[config.mk]
export PLATFORM = sky130hd
export DESIGN_NAME = plus_dma_sequencer
export DESIGN_NICKNAME = d
export VERILOG_FILES = /design/src/rtl/plus_dma_sequencer.sv
export SDC_FILE = /design/constraint.sdc
export NUM_CORES = 1
export LEC_CHECK = 0
export ABC_AREA = 1
export CORE_MARGIN = 1
export CORE_UTILIZATION = 39
export DETAILED_ROUTE_END_ITERATION = 7
export GPL_TIMING_DRIVEN = 0
export HOLD_SLACK_MARGIN = 0.12
export PLACE_DENSITY = 0.63
export SLEW_MARGIN = 30
export SYNTH_ARGS = -nofsm -noshare
export SYNTH_HDL_FRONTEND = slang
export SYNTH_SLANG_ARGS = --single-unit
[constraint.sdc]
create_clock -name clk -period 4.55 [get_ports clk]
set_input_delay 0.6825 -clock clk [delete_from_list [all_inputs] [get_ports clk]]
set_output_delay 0.6825 -clock clk [all_outputs]
set_load 0.01 [all_outputs]
[src/rtl/plus_dma_sequencer.sv]
// Plus-mode sound DMA sequencer: three instruction-list channels share one
// memory read port and one PSG write port, one instruction per channel per line.
module plus_dma_sequencer (
  input  logic        clk,
  input  logic        reset,
  input  logic        line_strobe,
  input  logic [2:0]  ch_enable,
  input  logic        cfg_we,
  input  logic [1:0]  cfg_sel,
  input  logic [15:0] cfg_addr,
  input  logic [7:0]  cfg_prescale,
  output logic        mem_req,
  output logic [15:0] mem_addr,
  input  logic        mem_ack,
  input  logic [15:0] mem_data,
  output logic        psg_req,
  output logic [3:0]  psg_reg,
  output logic [7:0]  psg_data,
  input  logic        psg_ack,
  input  logic [2:0]  irq_clr,
  output logic [2:0]  irq_flags,
  output logic        busy,
  output logic        overrun
);

  localparam int NCH = 3;

  typedef enum logic [2:0] {
    IDLE,
    SEL,
    FETCH,
    DECODE,
    PSGWR,
    NEXT
  } state_t;

  localparam logic [3:0] OP_LOAD    = 4'h0;
  localparam logic [3:0] OP_PAUSE   = 4'h1;
  localparam logic [3:0] OP_REPEAT  = 4'h2;
  localparam logic [3:0] OP_CONTROL = 4'h4;

  state_t      r_state;
  logic [1:0]  r_ch;
  logic        r_busy;
  logic        r_pending;
  logic        r_overrun;
  logic        r_mem_req;
  logic [15:0] r_mem_addr;
  logic        r_psg_req;
  logic [3:0]  r_psg_reg;
  logic [7:0]  r_psg_data;
  logic [2:0]  r_irq;
  logic [15:0] r_word;
  logic        r_cfg_hit;
  logic [2:0]  r_active;

  logic [15:0] r_addr      [NCH];
  logic [15:0] r_loop_addr [NCH];
  logic [11:0] r_pause_cnt [NCH];
  logic [11:0] r_loop_cnt  [NCH];
  logic [7:0]  r_pre_cnt   [NCH];
  logic [7:0]  r_prescale  [NCH];

  logic [3:0]  w_op;
  logic [11:0] w_arg;
  logic [15:0] w_addr_inc;
  logic        w_cfg_ok;
  logic        w_cfg_hit;
  logic        w_discard;
  logic [2:0]  w_irq_set;

  assign w_op       = r_word[15:12];
  assign w_arg      = r_word[11:0];
  assign w_addr_inc = r_addr[r_ch] + 16'd2;
  assign w_cfg_ok   = cfg_we && (cfg_sel != 2'd3);
  assign w_cfg_hit  = cfg_we && (cfg_sel == r_ch);
  // A config write that lands while this channel's instruction is in flight wins.
  assign w_discard  = r_cfg_hit || w_cfg_hit;
  assign w_irq_set  = (r_state == DECODE && w_op == OP_CONTROL && r_word[4])
                      ? (3'b001 << r_ch) : 3'b000;

  assign mem_req   = r_mem_req;
  assign mem_addr  = r_mem_addr;
  assign psg_req   = r_psg_req;
  assign psg_reg   = r_psg_reg;
  assign psg_data  = r_psg_data;
  assign irq_flags = r_irq;
  assign busy      = r_busy;
  assign overrun   = r_overrun;

  // NOTE: sequential state uses non-blocking assignments only, so every read below sees the pre-edge value.
  always_ff @(posedge clk) begin
    if (reset) begin
      r_state    <= IDLE;
      r_ch       <= '0;
      r_busy     <= 1'b0;
      r_pending  <= 1'b0;
      r_overrun  <= 1'b0;
      r_mem_req  <= 1'b0;
      r_mem_addr <= '0;
      r_psg_req  <= 1'b0;
      r_psg_reg  <= '0;
      r_psg_data <= '0;
      r_irq      <= '0;
      r_word     <= '0;
      r_cfg_hit  <= 1'b0;
      r_active   <= '0;
      // NOTE: the per-channel arrays are a few registers, not a RAM, so they are reset explicitly.
      for (int i = 0; i < NCH; i++) begin
        r_addr[i]      <= '0;
        r_loop_addr[i] <= '0;
        r_pause_cnt[i] <= '0;
        r_loop_cnt[i]  <= '0;
        r_pre_cnt[i]   <= '0;
        r_prescale[i]  <= '0;
      end
    end else begin
      r_irq <= (r_irq & ~irq_clr) | w_irq_set;

      if (r_busy && line_strobe) begin
        if (r_pending) r_overrun <= 1'b1;
        else           r_pending <= 1'b1;
      end

      case (r_state)
        IDLE: begin
          if (line_strobe || r_pending) begin
            r_state   <= SEL;
            r_busy    <= 1'b1;
            r_ch      <= '0;
            r_pending <= r_pending && line_strobe;
          end
        end

        SEL: begin
          if (!ch_enable[r_ch]) begin
            r_state <= NEXT;
          end else if (r_active[r_ch] && r_pause_cnt[r_ch] == '0) begin
            r_state    <= FETCH;
            r_mem_req  <= 1'b1;
            r_mem_addr <= r_addr[r_ch];
            r_cfg_hit  <= w_cfg_hit;
          end else begin
            if (r_pause_cnt[r_ch] != '0) begin
              if (r_pre_cnt[r_ch] == '0) begin
                r_pre_cnt[r_ch]   <= r_prescale[r_ch];
                r_pause_cnt[r_ch] <= r_pause_cnt[r_ch] - 12'd1;
              end else begin
                r_pre_cnt[r_ch] <= r_pre_cnt[r_ch] - 8'd1;
              end
            end
            r_state <= NEXT;
          end
        end

        FETCH: begin
          if (w_cfg_hit) r_cfg_hit <= 1'b1;
          if (mem_ack) begin
            r_mem_req <= 1'b0;
            r_word    <= mem_data;
            r_state   <= DECODE;
          end
        end

        DECODE: begin
          r_state <= NEXT;
          case (w_op)
            OP_LOAD: begin
              r_psg_reg  <= r_word[11:8];
              r_psg_data <= r_word[7:0];
              r_psg_req  <= 1'b1;
              r_state    <= PSGWR;
              if (!w_discard) r_addr[r_ch] <= w_addr_inc;
            end
            OP_PAUSE: begin
              if (!w_discard) begin
                r_addr[r_ch] <= w_addr_inc;
                if (w_arg != '0) begin
                  r_pause_cnt[r_ch] <= w_arg;
                  r_pre_cnt[r_ch]   <= r_prescale[r_ch];
                end
              end
            end
            OP_REPEAT: begin
              if (!w_discard) begin
                r_loop_cnt[r_ch]  <= w_arg;
                r_loop_addr[r_ch] <= w_addr_inc;
                r_addr[r_ch]      <= w_addr_inc;
              end
            end
            OP_CONTROL: begin
              if (!w_discard) begin
                if (r_word[5]) begin
                  r_active[r_ch] <= 1'b0;
                end else if (r_word[0] && r_loop_cnt[r_ch] != '0) begin
                  r_loop_cnt[r_ch] <= r_loop_cnt[r_ch] - 12'd1;
                  r_addr[r_ch]     <= r_loop_addr[r_ch];
                end else begin
                  r_addr[r_ch] <= w_addr_inc;
                end
              end
            end
            default: begin
              if (!w_discard) r_addr[r_ch] <= w_addr_inc;
            end
          endcase
        end

        PSGWR: begin
          if (psg_ack) begin
            r_psg_req <= 1'b0;
            r_state   <= NEXT;
          end
        end

        NEXT: begin
          if (r_ch == 2'd2) begin
            r_state <= IDLE;
            r_busy  <= 1'b0;
          end else begin
            r_ch    <= r_ch + 2'd1;
            r_state <= SEL;
          end
        end

        default: r_state <= IDLE;
      endcase

      // Placed last so a configuration write overrides any same-cycle channel update.
      if (w_cfg_ok) begin
        r_addr[cfg_sel]      <= cfg_addr & 16'hFFFE;
        r_prescale[cfg_sel]  <= cfg_prescale;
        r_pause_cnt[cfg_sel] <= '0;
        r_loop_cnt[cfg_sel]  <= '0;
        r_pre_cnt[cfg_sel]   <= '0;
        r_active[cfg_sel]    <= 1'b1;
      end
    end
  end

endmodule

==> results.yml <==
status:
  status: "complete, no violations"
drt:
  wire_per_inst_um: 19.1
  drt-initial-drc-count: 1572
  vias_per_cell: 5.42
  m1WireLength_mm: 24.0
  dr_wl_met3_mm: 4.87
  ant_nets: 0
  drc_errors: 0
  firstDrtPassIters: 6
  vias: 16200
  drt_wl_total_mm: 57.0
  top_layer: "met4"
  wl_met2_mm: 26.5
floorplanning:
  die_w_um: 212
  rows: 76
  initial_core_util_pct: 39.8
  die_y_um: 212
  ioPinCount: 89
  core_region_area_mm2: 0.0433
  die_area_mm2: 0.0450
setup_path:
  cp_max_fo: 15
  arrival_ns: 4.08
  crit_path_end_kind: "flip-flop"
  path_class: "flip-flop to flip-flop"
  crit_required_ns: 4.56
  crit_path_start_kind: "flip-flop"
clocking:
  clkLatencyLatePin_ns: 0.56
  h-tree-depth: 2
  post_cts_buffers: 0
  clk_pin_slew_ns: 0.06
  cts_resized: 0
  cts_hold_buffers: 0
  cts_made_buffers: 39
  cts_tree: "done"
  root_buffer: "clkbuf_16"
  cts_num_sinks: 351
  clk_path_buf_depth: 3
place:
  portBuffers: 87
  routabilityCongestion: 0.948
  post-dp-hpwl_mm: 40.4
  place_inst: 2921
power_and_ir_drop:
  p_leak_nw: 8.23
  seqPwrFrac_pct: 38.6
  p_sw_w: 0.00308
  p_clk_share_pct: 35.5
  intPower_w: 0.00593
  vdd_drop_max_v: 0.000263
  power_density_mw_per_mm2: 447
  switching_share_pct: 34.2
  combPwrFrac_pct: 25.9
sta:
  min_period_ns: 4.07
  fin_worst_skew_ns: 0.0246
  final_hold_viol_count: 0
  fmax_ghz: 0.246
  maxSlewHeadroom_pct: 35.9
  final.setup.tns_ns: 0
  grt_setup_unrepaired: "false"
  finalMaxSlewViolations: 0
  finalSetupViolations: 0
  worst_pin_slew_ns: 0.960
  finalCritPeriodShare_pct: 89.4
synth:
  synthCells: 2241
  ys_warn_count: 0
  synth_seq_cells: 351
  syn_avg_cell_area_um2: 7.68
  syn_area_mm2: 0.0172
  synth_compound_area_share_pct: 10.8
  synth_edf_count: 156
  ys_async_sr_fraction_pct: 0
  synth_simple_gate_area_share_pct: 30.6
  synthXorXnorAreaFrac_pct: 1.12
  synthMuxAreaShare_pct: 0
  seq_area_frac_synth_pct: 49.9
  synth_top_family_by_area: "simple AND/OR/NAND/NOR gates"
  synth_adder_area_share_pct: 0.727
  synth.distinct_cells: 49
  synthFlopType: "dfxtp_1"
global_route:
  antenna_found_initial: 0
  grtUsageTotal_pct: 25.3
  first_global_vias: 15400
  grt_max_degree: 21
  grt_pass1_wl_mm: 87.0
  grt.overflow.total: 0
layout:
  n_antenna_cell: 0
  instances_no_fill: 2990
  top_regs: "r_addr: 64 flops, r_loop_addr: 64 flops"
  most-common-layout-cells: "nand2_1 (736), nand3_1 (234), nor2_1 (225), dfxtp_1 (195), a21oi_1 (173)"
  final_common_cell: "nand2_1"
  drive_gt1_share_pct: 7.57
  nets: 2441
  area_delta_synth_final_pct: 16.9
flow_run:
  maxCapViolCount: 0
min_path:
  hp-class: "flip-flop to flip-flop"
area by class of cell:
cell class                      instances  area (um2)
Buffer                                121         661
Clock buffer                           56        1150
Clock inverter                         13         123
Fill cell                            4289       23100
Inverter                              134         508
Multi-Input combinational cell       1642        7490
Sequential cell                       351        8590
Tap cell                              585         732
Timing Repair Buffer                   88         882
stage by stage:
stage          hold slack [ns]  setup WS, ns  utilization (%)  area [um2]  power (W)
2_1_floorplan            0.426          1.77                -       17200    0.00508
6_report                 0.451         0.484             46.5       20100    0.00901
5_1_grt                  0.467         0.243             46.5       20100    0.00936
4_1_cts                  0.453         0.503             46.5       20100    0.00897
3_5_place_dp             0.439         0.315             43.6       18900    0.00582
3_3_place_gp             0.438         0.360             43.6       18800    0.00579
cells in the mapped netlist (4+ instances only):
master      n  area [um2]
nand2_1   736        2760
nand3_1   234        1170
nor2_1    226         848
dfxtp_1   195        3900
a21oi_1   173         866
edfxtp_1  156        4680
inv_1     123         462
o21ai_0   107         536
clkbuf_1   57         214
buf_2      27         135
o22ai_1    22         138
buf_4      20         150
buf_6      13         146
xor2_1     13         114
ha_1       10         125
nand2_2    10        62.6
nand4_1    10        62.6
inv_2       9        33.8
nor3_1      9        45.0
xnor2_1     9        78.8
nand3_2     8        80.1
o21ai_1     8        40.0
nor2_2      7        43.8
a31oi_1     6        37.5
a21oi_2     5        43.8
nor2_4      5        56.3
and2_1      4        25.0
buf_1       4        15.0
power groups by stage:
stage          Clock (W)  Combinational (W)  Sequential (W)
2_1_floorplan          0            0.00155         0.00353
3_3_place_gp           0            0.00225         0.00354
3_5_place_dp           0            0.00227         0.00355
4_1_cts          0.00321            0.00228         0.00348
5_1_grt          0.00332            0.00255         0.00349
6_report         0.00320            0.00233         0.00348
critical path: stages (launching register included):
cell	delay, ns
dfxtp_1	0.51
buf_2	0.39
buf_4	0.28
buf_4	0.26
nand3_1	0.10
nand2_1	0.18
ha_1	0.19
nand2_1	0.06
nor2_1	0.13
nand3_2	0.15
nand3_4	0.17
nand2_4	0.12
o21bai_4	0.24
nand3_1	0.71
kinds of logic (layout without fill, tap and decap cells):
family / Yosys count / count (layout)
flip-flops: 351 / 351
adder cells (fa/ha/maj): 10 / 10
AO/OA/AOI/OAI: 341 / 341
AND/OR/NAND/NOR: 1261 / 1261
other: 1 / 8
buffers and inverters: 255 / 412
XOR/XNOR: 22 / 22
final timing paths:
path	startpoint	to	slack (ns)	depth (start not counted)
min reg2reg	r_loop_cnt[3][5]	r_loop_cnt[3][5]	0.45	2
max	flip-flop	r_addr[1][14]	0.48	13
min	r_loop_cnt[3][5]	r_loop_cnt[3][5]	0.45	2
max reg2reg	flip-flop	r_addr[1][14]	0.48	13
routing by layer:
metal | vias up | track usage [%]
li1 | 7628 | -
met1 | 7656 | 34.5
met2 | 807 | 41.5
met3 | 129 | 2.78
met4 | 0 | 8.70
met5 | - | 0
Power figures use the tool's default switching activity.
